**src/rtl/writeback_stage.sv**
```systemverilog
// writeback_stage: last pipeline stage. Retires execute-stage instructions into
// the register file and stalls the execute stage while a load's data is
// outstanding. Optional load-timeout handling is enabled by defining
// WB_LOAD_TIMEOUT_EN; without it a pending load waits indefinitely.
module writeback_stage #(
  parameter int TIMEOUT = 15,
  parameter int CNT_W   = 16
) (
  input  logic             clk,
  input  logic             rst_n,
  input  logic             ex_valid,
  output logic             ex_ready,
  input  logic             ex_wen,
  input  logic             ex_is_load,
  input  logic [2:0]       ex_rd,
  input  logic [7:0]       ex_result,
  input  logic             mem_rvalid,
  input  logic [7:0]       mem_rdata,
  output logic             rf_we,
  output logic [2:0]       rf_waddr,
  output logic [7:0]       rf_wdata,
  output logic [CNT_W-1:0] retired,
  output logic             load_err
);

  // The timeout counter is 8 bits wide, so TIMEOUT must fit in 1..255.
  if (TIMEOUT < 1 || TIMEOUT > 255) begin : g_timeout_range
    $error("writeback_stage: TIMEOUT must be in 1..255");
  end

  typedef enum logic {RUN = 1'b0, WAIT_LOAD = 1'b1} state_t;

  state_t           state_reg,    state_next;
  logic             cap_wen_reg,  cap_wen_next;
  logic [2:0]       cap_rd_reg,   cap_rd_next;
  logic             rf_we_reg,    rf_we_next;
  logic [2:0]       rf_waddr_reg, rf_waddr_next;
  logic [7:0]       rf_wdata_reg, rf_wdata_next;
  logic [CNT_W-1:0] retired_reg,  retired_next;
  logic             accept;

`ifdef WB_LOAD_TIMEOUT_EN
  localparam logic [7:0] TIMEOUT_LIM = 8'(TIMEOUT);
  logic [7:0] tcnt_reg, tcnt_next;
  logic       load_err_reg, load_err_next;
`endif

  assign ex_ready = (state_reg == RUN);
  assign accept   = ex_valid & ex_ready;

  // Next-state and datapath decode; address/data only move when a write happens.
  always_comb begin
    state_next    = state_reg;
    cap_wen_next  = cap_wen_reg;
    cap_rd_next   = cap_rd_reg;
    rf_we_next    = 1'b0;
    rf_waddr_next = rf_waddr_reg;
    rf_wdata_next = rf_wdata_reg;
    retired_next  = retired_reg;
`ifdef WB_LOAD_TIMEOUT_EN
    tcnt_next     = tcnt_reg;
    load_err_next = load_err_reg;
`endif
    case (state_reg)
      RUN: begin
        if (accept) begin
          if (ex_is_load) begin
            cap_wen_next = ex_wen;
            cap_rd_next  = ex_rd;
            state_next   = WAIT_LOAD;
`ifdef WB_LOAD_TIMEOUT_EN
            tcnt_next    = 8'd0;
`endif
          end else begin
            rf_we_next   = ex_wen;
            retired_next = retired_reg + CNT_W'(1);
            if (ex_wen) begin
              rf_waddr_next = ex_rd;
              rf_wdata_next = ex_result;
            end
          end
        end
      end
      WAIT_LOAD: begin
        if (mem_rvalid) begin
          rf_we_next   = cap_wen_reg;
          retired_next = retired_reg + CNT_W'(1);
          state_next   = RUN;
          if (cap_wen_reg) begin
            rf_waddr_next = cap_rd_reg;
            rf_wdata_next = mem_rdata;
          end
        end else begin
`ifdef WB_LOAD_TIMEOUT_EN
          tcnt_next = tcnt_reg + 8'd1;
          // Give up on the load: it still counts as retired, but flags an error.
          if (tcnt_reg + 8'd1 == TIMEOUT_LIM) begin
            state_next    = RUN;
            retired_next  = retired_reg + CNT_W'(1);
            load_err_next = 1'b1;
          end
`endif
        end
      end
      default: state_next = RUN;
    endcase
  end

  // FSM state register; reset forces RUN, dropping any pending load.
  always_ff @(posedge clk or negedge rst_n) begin
    if (!rst_n) begin
      state_reg <= RUN;
    end else begin
      state_reg <= state_next;
    end
  end

  // Datapath registers: captured load destination, write port and retire count.
  always_ff @(posedge clk or negedge rst_n) begin
    if (!rst_n) begin
      cap_wen_reg  <= 1'b0;
      cap_rd_reg   <= 3'd0;
      rf_we_reg    <= 1'b0;
      rf_waddr_reg <= 3'd0;
      rf_wdata_reg <= 8'd0;
      retired_reg  <= '0;
    end else begin
      cap_wen_reg  <= cap_wen_next;
      cap_rd_reg   <= cap_rd_next;
      rf_we_reg    <= rf_we_next;
      rf_waddr_reg <= rf_waddr_next;
      rf_wdata_reg <= rf_wdata_next;
      retired_reg  <= retired_next;
    end
  end

`ifdef WB_LOAD_TIMEOUT_EN
  // Timeout counter and sticky error flag.
  always_ff @(posedge clk or negedge rst_n) begin
    if (!rst_n) begin
      tcnt_reg     <= 8'd0;
      load_err_reg <= 1'b0;
    end else begin
      tcnt_reg     <= tcnt_next;
      load_err_reg <= load_err_next;
    end
  end

  assign load_err = load_err_reg;
`else
  assign load_err = 1'b0;
`endif

  assign rf_we    = rf_we_reg;
  assign rf_waddr = rf_waddr_reg;
  assign rf_wdata = rf_wdata_reg;
  assign retired  = retired_reg;

endmodule
```
**config.mk**
```make
export PLATFORM = sky130hd
export DESIGN_NAME = writeback_stage
export DESIGN_NICKNAME = d
export VERILOG_FILES = /design/src/rtl/writeback_stage.sv
export SDC_FILE = /design/constraint.sdc
export NUM_CORES = 1
export LEC_CHECK = 0
export BUFFER_PORTS_ARGS = -buffer_cell sky130_fd_sc_hd__buf_2
export CORE_ASPECT_RATIO = 1.5
export CORE_UTILIZATION = 36
export DETAILED_ROUTE_END_ITERATION = 7
export HOLD_SLACK_MARGIN = 0.12
export PLACE_DENSITY = 0.68
export SYNTH_ARGS = -nofsm -noshare
export SYNTH_HDL_FRONTEND = slang
export SYNTH_SLANG_ARGS = --single-unit
```
**constraint.sdc**
```tcl
create_clock -name clk -period 1.7 [get_ports clk]
set_clock_uncertainty 0.15 [all_clocks]
set_input_delay 0.085 -clock clk [delete_from_list [all_inputs] [get_ports clk]]
set_output_delay 0.085 -clock clk [all_outputs]
set_load 0.1 [all_outputs]
```
Word-level counts from Yosys, hierarchy flattened
Index checks and enable logic that the tools add are counted.
Operators by class
  eq/ne operators: 5
  bitwise operators: 2
  reductions and logical operators: 3
  muxes and demuxes: 24
  $add $sub $neg: 1
Operators with widths (count)
  2-to-1 mux 16 bit: 3
  2-to-1 mux 8 bit: 5
  case mux 16 bit (2 select lines): 1
  adder 16 x 1 -> 16 bit, second input constant: 1
  case mux 8 bit (2 select lines): 1
  2-to-1 mux 3 bit: 5
  2-to-1 mux 1 bit: 6
  inequality test 2 x 1 -> 1 bit, second input constant: 3
  case mux 3 bit (2 select lines): 1
  AND reduction 3 bit: 2
  AND reduction 5 bit: 1
  inequality test 2 bit, second input constant: 2
  case mux 1 bit (2 select lines): 2
  AND 1 bit: 1
  inverter 1 bit: 1
Storage, ports and cells
  bits of input ports: 25
  word-level logic and storage cells: 42
  bits in registers: 33
  output and inout port bits: 30

Depth between registers and ports, before layout
Gate-level depths: netlist of run 1.
  word-level depth: 4
  mapped depth: 6
  depth with buffers taken out: 5

Worst setup path after synthesis of run 1
No wires, ideal clock.
  path kind: reg-to-reg
  start: register retired_reg[0], in the netlist retired[0]
  end: register retired_reg[10], in the netlist retired[10]
  path slack: -0.508 ns
  path buffers: 0
  stages on the path, launching flop included: 6
  library setup time: 0.163 ns
  clock period less this slack: 2.208 ns
  arrival time: 1.894 ns
  data required time: 1.387 ns
  cell sequence: dfrtp_1 -> ha_1 -> and4_1 -> o2111ai_1 -> nor2_1 -> xor2_1
Between the ends
  longest elaborated chain between the ends: 4
  elaborated cells between the ends (all ways): 5
  those cells by class: add/sub: 1; mux: 4
Ends and longest elaborated chain
  start: declaration: RTL line 39  | logic [CNT_W-1:0] retired_reg, retired_next;
  start signal: assignment: RTL line 133  | retired_reg <= retired_next;
  adder 16 x 1 -> 16 bit *: RTL line 76, 87
  2-to-1 mux 16 bit: RTL line 67  | if (ex_is_load) begin
  2-to-1 mux 16 bit: RTL line 66  | if (accept) begin
  case mux 16 bit (2 select lines) *: RTL line 64  | case (state_reg)
Mark *: on every way between the ends. The rest lies on a longest branch, timed or not. The select of a mux whose other input is x is not followed.
A chain may end at the register's enable or synchronous reset.

Worst setup path in the final report of run 1
  start: register state_reg
  end: output port ex_ready
Between the ends
  longest elaborated chain between the ends: 1
Ends and longest elaborated chain
  start: declaration: RTL line 33  | state_t state_reg, state_next;
  start signal: assignment: RTL line 114  | state_reg <= state_next;
  inverter 1 bit (no line)
  end: declaration: RTL line 12  | output logic ex_ready,
Every way passes these cells.

==> flow_summary.yaml, run 1 <==
clock_tree:
  cts_tree: "done"
  worstSkewPairLatency_ns: 0.29
  clk_pin_slew_ns: 0.07
  cts_buffer_depth: 2
  clock-root-buffer: "clkbuf_8"
  numCtsBuffers: 5
  htree_levels: 2
  clock_sinks: 33
timing:
  slew_viol_final: 0
  min_period_over_period_pct: 91.2
  tightest_slew_ns: 0.556
  hold_viol: 0
  rsz0062_at_grt: "no"
  hold_slack_ns: 0.163
  fmaxAchievable_ghz: 0.645
  period_needed_ns: 1.55
  setup_viol: 0
  fin_ws_ns: 0.149
  setup_tns_ns: 0
  relSlewSlack_pct: 62.8
final_layout:
  fillers: 361
  utilization_pct: 56.6
  nets: 244
  area_growth_syn_to_layout_pct: 48.4
  n_antenna_cell: 0
  largest_register_ffs: 16
  layout-drive-gt1-share_pct: 43.4
  final_area_um2: 2260
setup_path:
  path_cells: "clkinvlp_4, buf_2"
  timing.rr.start: "retired[0]"
  cp_data_arrival_time_ns: 1.32
  start_kind: "flop"
  r2r_cells: 5
  slowest_stage: "dfrtp_1"
  ff2ff_setup_slack_ns: 0.16
  critPathKind: "reg2out"
  critPathMaxStageDelay_ns: 0.46
  r2r_end: "retired[14]"
  cp-end-kind: "output port"
  path_max_fanout: 4
  required_ns: 1.46
logic_synthesis:
  yosysSeqAreaShare_pct: 54.2
  synth_area_um2: 1520
  synth_top_area_cell: "dfrtp_1"
  netlist_top_cells_area: "dfrtp_1, mux2i_1, xnor2_1, nor2_1, a21oi_1"
  synth-edff-count: 0
  synth-warning-count: 0
  synth_top_area_share_pct: 54.2
  ys.flop_type: "dfrtp_1"
  postSynthCellCount: 134
  yosysMostFrequentCell: "dfrtp_1"
  ys_seq_elements: 33
  async_flop_share_pct: 100
  synth_nets: 160
  yosys-top-cells-count: "dfrtp_1, nor2_1, a21oi_1, mux2i_1, xnor2_1"
  synth_cell_types: 28
  avgSynthCellArea_um2: 11.4
drt:
  via_count: 1297
  viasPerCell: 4.91
  drc_errors: 0
  m1WireLength_um: 1460
  wl_per_cell_um: 13.7
  routed_wl_um: 3620
  drtIter0Drc: 6
  highest_layer: "met4"
  wl_met3_um: 213
  dr.pass1.iters: 4
  drtAntennaViolNets: 0
  dr_wl_met2_um: 1870
die:
  die_x_um: 55.1
  coreArea_um2: 3990
  ioPinCount: 55
  initial_core_util_pct: 38.1
  std_cell_rows: 28
  dieArea_um2: 4500
  die_y_um: 81.7
placement:
  preCtsSetupSlack_ns: 0.142
  dpl.hpwl_um: 2330
  numPortBuffers: 53
  postPlaceCellArea_um2: 1910
  place_congestion: 0.755
power_and_ir_drop:
  switching_share_pct: 54.5
  combPwrFrac_pct: 51.2
  p_clk_share_pct: 16.0
  p_sw_w: 0.00197
  seq_power_share_pct: 32.8
  irDropWorstVdd_uv: 1410
  leakage_nw: 1.04
  p_int_w: 0.00164
  powerDensity_nw_per_um2: 1600
run:
  maxCapViolations: 0
global_route:
  grt_max_degree: 24
  grt_pass1_vias: 1338
  grt_antenna_before_repair: 0
  grt_overflow: 0
  track_usage_pct: 18.2
  grt_pass1_wl_um: 5660
min_path:
  hold_class: "in2async"
outcome:
  status: "finished, final reports clean"
-- worst max-delay path: cells and delay by family, from the launching register on --
kind	cells	cell delay [ns]
flops	1	0.46
buf+inv	2	0.57
-- metrics by stage --
step                      cells  power, W
final                       264   0.00361
after floorplan             134   0.00268
after detailed placement    230   0.00300
after global placement      230   0.00296
after global routing        264   0.00379
after CTS                   264   0.00363
-- final cells by class --
cell class | instances | area, um^2 | share of cell area, %
sequential | 33 | 853 | 37.8
clock buffer | 5 | 68.8 | 3.05
timing repair buffer | 83 | 568 | 25.1
inverter | 3 | 15.0 | 0.664
multi-input combinational | 92 | 681 | 30.1
clock inverter | 3 | 17.5 | 0.775
tap | 45 | 56.3 | 2.49
-- worst max path at each step --
stage	startpoint	endpoint	slack [ns]	cells past startpoint
3_5_place_dp	state_reg	retired[7]	0.14	4
4_1_cts	state_reg	retired[7]	0.12	4
6_report	state_reg	ex_ready	0.15	2
3_3_place_gp	state_reg	retired[4]	0.17	4
5_1_grt	rst_n	retired[2]	0.03	3
2_1_floorplan	state_reg	cap_rd_reg[0]	-0.02	4
-- power by group through the flow --
stage / Sequential [W] / Combinational (W) / Clock, W
after detailed placement: 0.00120 / 0.00180 / 0
final: 0.00118 / 0.00185 / 0.000576
after global routing: 0.00122 / 0.00194 / 0.000631
after global placement: 0.00118 / 0.00178 / 0
after floorplan: 0.00235 / 0.000334 / 0
after CTS: 0.00118 / 0.00185 / 0.000604
-- layout by cell type, fill, tap and decap left out, types with 6 or more instances in the layout --
| cell | netlist | layout |
|---|---|---|
| buf_2 | 3 | 53 |
| dlygate4sd3_1 | 0 | 26 |
| dfrtp_1 | 33 | 19 |
| nor2_1 | 18 | 18 |
| mux2i_1 | 11 | 11 |
| a21oi_1 | 11 | 11 |
| dfrtp_2 | 0 | 10 |
| xnor2_1 | 9 | 9 |
| nand2_1 | 8 | 8 |
| xor2_1 | 6 | 6 |
-- repair_timing --
item / in CTS / in global routing
hold buffers: 26 / 0
hold endpoints to repair: 50 / 0
setup endpoints to repair: 0 / 1
resized for setup: 0 / 1
setup buffers: 0 / 0
-- kinds of logic (layout without fill, tap and decap cells) --
logic type      Yosys count  after routing  share of synthesized area (%)
xor+xnor                 15             15                           8.63
other cells               1              1                          0.246
buf+inv                   9             94                           3.45
fa+ha+maj                 1              1                          0.822
simple gates             45             45                           15.9
mux                      15             15                           10.2
compound gates           15             15                           6.49
flops                    33             33                           54.2
-- per-layer routing --
metal | global-route usage [%] | vias to the layer above
met5 | 0 | -
met3 | 5.93 | 7
met2 | 32.7 | 49
met1 | 17.9 | 622
li1 | - | 619
met4 | 8.50 | 0
Note: power is estimated with default switching activity, not from simulation.
==> run 2, diff against run 1 <==
- PLACE_DENSITY: 0.68 -> default
- PLACE_DENSITY_LB_ADDON: default -> 0.2
- SKIP_CTS_REPAIR_TIMING: default -> 1
- clock period: 1.7 -> 1.5 ns (I/O delays scaled with it)
==> run 2 against run 1 <==
Compared with the run above: the flow now finishes with violations (setup timing); core utilization grew 4.0 points; total power grew 18%; combinational power grew 22%; via count grew 2.1%; global-route usage shrank 1.0 points; sequential share of layout area shrank 1.7 points; critical path depth grew 4; setup slack lost 0.23 ns; count of clock-buffer cells in the layout is the same; final cell count grew 2.7%; first-iteration DRC count grew to 3.2 times the previous value; sequential power grew 12%; critical endpoint is now cap_wen_reg; highest routed layer unchanged.
==> flow_summary.yaml, run 2 (synthesis results as in run 1) <==
timing:
  setup_tns_ns: -0.495
  setup_viol: 10
  slew_viol_final: 0
  fmaxAchievable_ghz: 0.633
  hold_viol: 0
  fin_ws_ns: -0.0808
  rsz0062_at_grt: "yes"
  period_needed_ns: 1.58
  min_period_over_period_pct: 105
outcome:
  status: "complete, but fails checks"
  violations: "setup timing"
global_route:
  track_usage_pct: 17.2
  grt_max_degree: 34
  grt_overflow: 0
  grt_pass1_wl_um: 5420
  grt_pass1_vias: 1203
  grt_antenna_before_repair: 0
clock_tree:
  htree_levels: 2
  cts_buffer_depth: 2
  cts_tree: "done"
  worstSkewPairLatency_ns: 0.29
  clock-root-buffer: "clkbuf_8"
  clk_pin_slew_ns: 0.08
  numCtsBuffers: 5
  clock_sinks: 33
setup_path:
  start_kind: "flop"
  path_max_fanout: 5
  r2r_cells: 6
  ff2ff_setup_slack_ns: -0.08
  cp_data_arrival_time_ns: 1.60
  critPathKind: "reg2reg"
  path_cells: "buf_4, buf_4, clkinvlp_4, buf_4, nand3_4, mux2_2"
  critPathMaxStageDelay_ns: 0.41
  cp-end-kind: "flop"
  slowest_stage: "dfrtp_2"
  crit_top_cell: "buf_4"
  required_ns: 1.52
drt:
  routed_wl_um: 3740
  dr.pass1.iters: 4
  wl_per_cell_um: 13.8
  drtIter0Drc: 19
  drc_errors: 0
  drtAntennaViolNets: 0
  viasPerCell: 4.89
  via_count: 1324
die:
  initial_core_util_pct: 38.1
  std_cell_rows: 28
  die_x_um: 55.1
  ioPinCount: 55
  coreArea_um2: 3990
  die_y_um: 81.7
  dieArea_um2: 4500
placement:
  numPortBuffers: 53
  dpl.hpwl_um: 2340
  preCtsSetupSlack_ns: -0.0801
  place_congestion: 0.790
  dp_cells: 236
power_and_ir_drop:
  irDropWorstVdd_uv: 1330
  leakage_nw: 1.09
  switching_share_pct: 53.3
  p_int_w: 0.00199
  p_clk_share_pct: 15.7
  seq_power_share_pct: 31.1
  powerDensity_nw_per_um2: 1760
  combPwrFrac_pct: 53.2
  p_sw_w: 0.00227
min_path:
  hold_class: "in2reg"
  hold_path_depth: 3
final_layout:
  stdcell_count: 271
  regArea_um2: 873
  fillers: 349
  layout_commonest_cell: "buf_2"
  nets: 251
  area_growth_syn_to_layout_pct: 58.8
  largest_register_ffs: 16
  n_antenna_cell: 0
  layout-drive-gt1-share_pct: 50.4
  multi_input_area_um2: 738
  layout_common_cells: "buf_2, dlygate4sd3_1, dfrtp_1"
run:
  maxCapViolations: 0
[run 2: layer usage]
layer / GRT usage [%] / up-vias / wire, um
met3: 5.56 / 6 / 211
li1: - / 639 / -
met1: 18.6 / 637 / 1460
met2: 29.0 / 42 / 2010
met5: 0 / - / 0
met4: 8.25 / 0 / 65
[run 2: worst max-delay path, delay by kind of cell (launching register included)]
family	cells	cell delay (ns)
simple gates	1	0.08
mux	1	0.34
flops	1	0.41
buf+inv	4	0.48
[run 2: cell type report]
| type | count | share of cell area [%] |
|---|---|---|
| multi-input combinational | 92 | 30.5 |
| clock inverter | 3 | 0.724 |
| clock buffer | 5 | 2.85 |
| timing repair buffer | 90 | 26.8 |
| sequential | 33 | 36.1 |
| tap | 45 | 2.33 |
| inverter | 3 | 0.621 |
[run 2: worst paths after layout]
kind                              from     endpoint
setup reg to reg             state_reg  cap_wen_reg
hold / removal              ex_is_load    state_reg
hold reg to reg            retired[15]  retired[15]
setup / recovery             state_reg  cap_wen_reg
min in group asynchronous        rst_n  rf_wdata[7]
max in group asynchronous        rst_n   retired[1]
[run 2: per-stage QoR]
step / area [um^2] / total power (W) / utilization (%) / hold WS (ns)
after detailed placement: 2010 / 0.00352 / 50.4 / -0.0112
after CTS: 2100 / 0.00420 / 52.6 / -0.331
after floorplan: 1620 / 0.00305 / - / -0.371
after global placement: 2010 / 0.00349 / 50.4 / -0.0276
final: 2420 / 0.00426 / 60.6 / 0.0201
after global routing: 2420 / 0.00447 / 60.6 / 0.0351
[run 2: power by group through the flow]
stage          clock [W]  combinational (W)  sequential (W)
2_1_floorplan          0           0.000383         0.00267
4_1_cts         0.000694            0.00219         0.00132
3_3_place_gp           0            0.00217         0.00132
6_report        0.000670            0.00226         0.00132
5_1_grt         0.000727            0.00238         0.00136
3_5_place_dp           0            0.00219         0.00133
==> run 3, diff against run 2 <==
--- a/config.mk
+++ b/config.mk
@@ -10,2 +10,3 @@
 export CORE_UTILIZATION = 36
+export CTS_CLUSTER_DIAMETER = 40
 export DETAILED_ROUTE_END_ITERATION = 7
==> constraint.sdc (replaced) <==
create_clock -name clk -period 1.5 [get_ports clk]
set_clock_uncertainty 0.15 [all_clocks]
set_input_delay 0.3 -clock clk [delete_from_list [all_inputs] [get_ports clk]]
set_output_delay 0.3 -clock clk [all_outputs]
set_load 0.1 [all_outputs]
==> run 3 against run 2 <==
Compared with the run above: the flow still finishes with violations (setup timing); critical path type is now reg2out; critical endpoint is now ex_ready; via count down 1.9%; wire length grew 8.3%; first-iteration DRC count rose by 21%; core utilization grew 9.6 points; setup slack got worse by 0.0083 ns; worst hold slack improved by 0.12 ns; maximum frequency decreased by 0.53%; final area rose by 16%; count of clock-buffer cells in the layout grew 2.
==> flow_summary.yaml, run 3 (synthesis results as in run 1) <==
placement:
  dpl.hpwl_um: 2660
  numPortBuffers: 53
  dp_cells: 244
  place_congestion: 0.842
  preCtsSetupSlack_ns: -0.0784
power_and_ir_drop:
  irDropWorstVdd_uv: 2030
  p_total_w: 0.00523
  leakage_nw: 1.24
  powerDensity_nw_per_um2: 1870
run:
  maxCapViolations: 0
final_layout:
  layout_commonest_cell: "buf_12"
  stdcell_count: 266
  layout_common_cells: "buf_12, buf_2, buf_4"
  n_antenna_cell: 0
  utilization_pct: 70.1
  largest_register_ffs: 16
  nets: 246
  layout-drive-gt1-share_pct: 58.4
  area_growth_syn_to_layout_pct: 83.9
outcome:
  status: "complete, but fails checks"
  violations: "setup timing"
global_route:
  grt_antenna_before_repair: 0
  grt_pass1_vias: 1297
  track_usage_pct: 18.2
  grt_pass1_wl_um: 5680
  grt_max_degree: 34
  grt_overflow: 0
clock_tree:
  numCtsBuffers: 5
  cts_tree: "done"
  htree_levels: 2
  worstSkewPairLatency_ns: 0.28
  clock-root-buffer: "clkbuf_8"
  clk_pin_slew_ns: 0.07
  cts_buffer_depth: 2
  clock_sinks: 33
setup_path:
  critPathKind: "reg2out"
  cp-end-kind: "output port"
  cp_data_arrival_time_ns: 1.14
  start_kind: "flop"
  path_max_fanout: 3
  required_ns: 1.05
min_path:
  hold_class: "in2reg"
timing:
  period_needed_ns: 1.59
  min_period_over_period_pct: 106
  hold_viol: 0
  fmaxAchievable_ghz: 0.629
  hold_slack_ns: 0.140
  slew_viol_final: 0
  setup_viol: 15
  rsz0062_at_grt: "yes"
  fin_ws_ns: -0.0892
drt:
  drtAntennaViolNets: 0
  dr.pass1.iters: 4
  viasPerCell: 4.88
  routed_wl_um: 4050
  via_count: 1299
  wl_per_cell_um: 15.2
  drc_errors: 0
  drtIter0Drc: 23
die:
  std_cell_rows: 28
  initial_core_util_pct: 38.1
  coreArea_um2: 3990
  ioPinCount: 55
  die_y_um: 81.7
  dieArea_um2: 4500
  die_x_um: 55.1
==> run 3: cell types whose count changed in the layout (fill, tap and decap cells not counted), sizes merged <==
cell         previous run  this run
clkbuf                  6         8
clkinv                  2         0
clkinvlp                2         1
dlygate4sd3            23         5
bufinv                  0         1
buf                    66        79
==> run 3: final cells by class <==
type	count	area (um^2)
Fill cell	292	1190
Timing Repair Buffer	85	983
Sequential cell	33	873
Multi-Input combinational cell	92	756
Clock buffer	7	86.3
Tap cell	45	56.3
Clock inverter	1	30.0
Inverter	3	15.0
==> run 3: final timing paths <==
kind                          startpoint       endpoint  slack [ns]  cells past startpoint
setup / recovery               state_reg       ex_ready       -0.09                      3
hold / removal                    ex_wen    cap_wen_reg        0.14                      2
setup reg to reg               state_reg    retired[13]       -0.08                      5
hold reg to reg            cap_rd_reg[2]  cap_rd_reg[2]        0.37                      1
max in group asynchronous          rst_n     retired[0]        0.44                      3
min in group asynchronous          rst_n    rf_wdata[7]        0.42                      3
==> run 3: worst max-delay path, cell delays in order (launching register included) <==
cell and delay, ns:
dfrtp_2 0.44, buf_6 0.13, clkinvlp_4 0.11, buf_12 0.18
==> run 3: stage by stage <==
| step | TNS (ns) | area (um^2) |
|---|---|---|
| 6_report | -0.615 | 2800 |
| 3_5_place_dp | -0.297 | 2460 |
| 3_3_place_gp | -0.0322 | 2460 |
| 2_1_floorplan | -1.79 | 1620 |
| 4_1_cts | -1.15 | 2580 |
| 5_1_grt | -1.46 | 2800 |
==> run 3: power by group <==
part / internal (W) / switching (W)
registers: 0.00115 / 0.000220
logic: 0.00114 / 0.00185
clock network: 0.000541 / 0.000330
==> run 3: per-layer routing <==
metal	wire (um)	track usage, %	share of wire [%]	up-vias
li1	-	-	-	625
met4	93	9.75	2.3	0
met3	206	5.74	5.1	7
met1	1440	18.7	36	625
met2	2310	31.4	57	42
met5	0	0	0	-
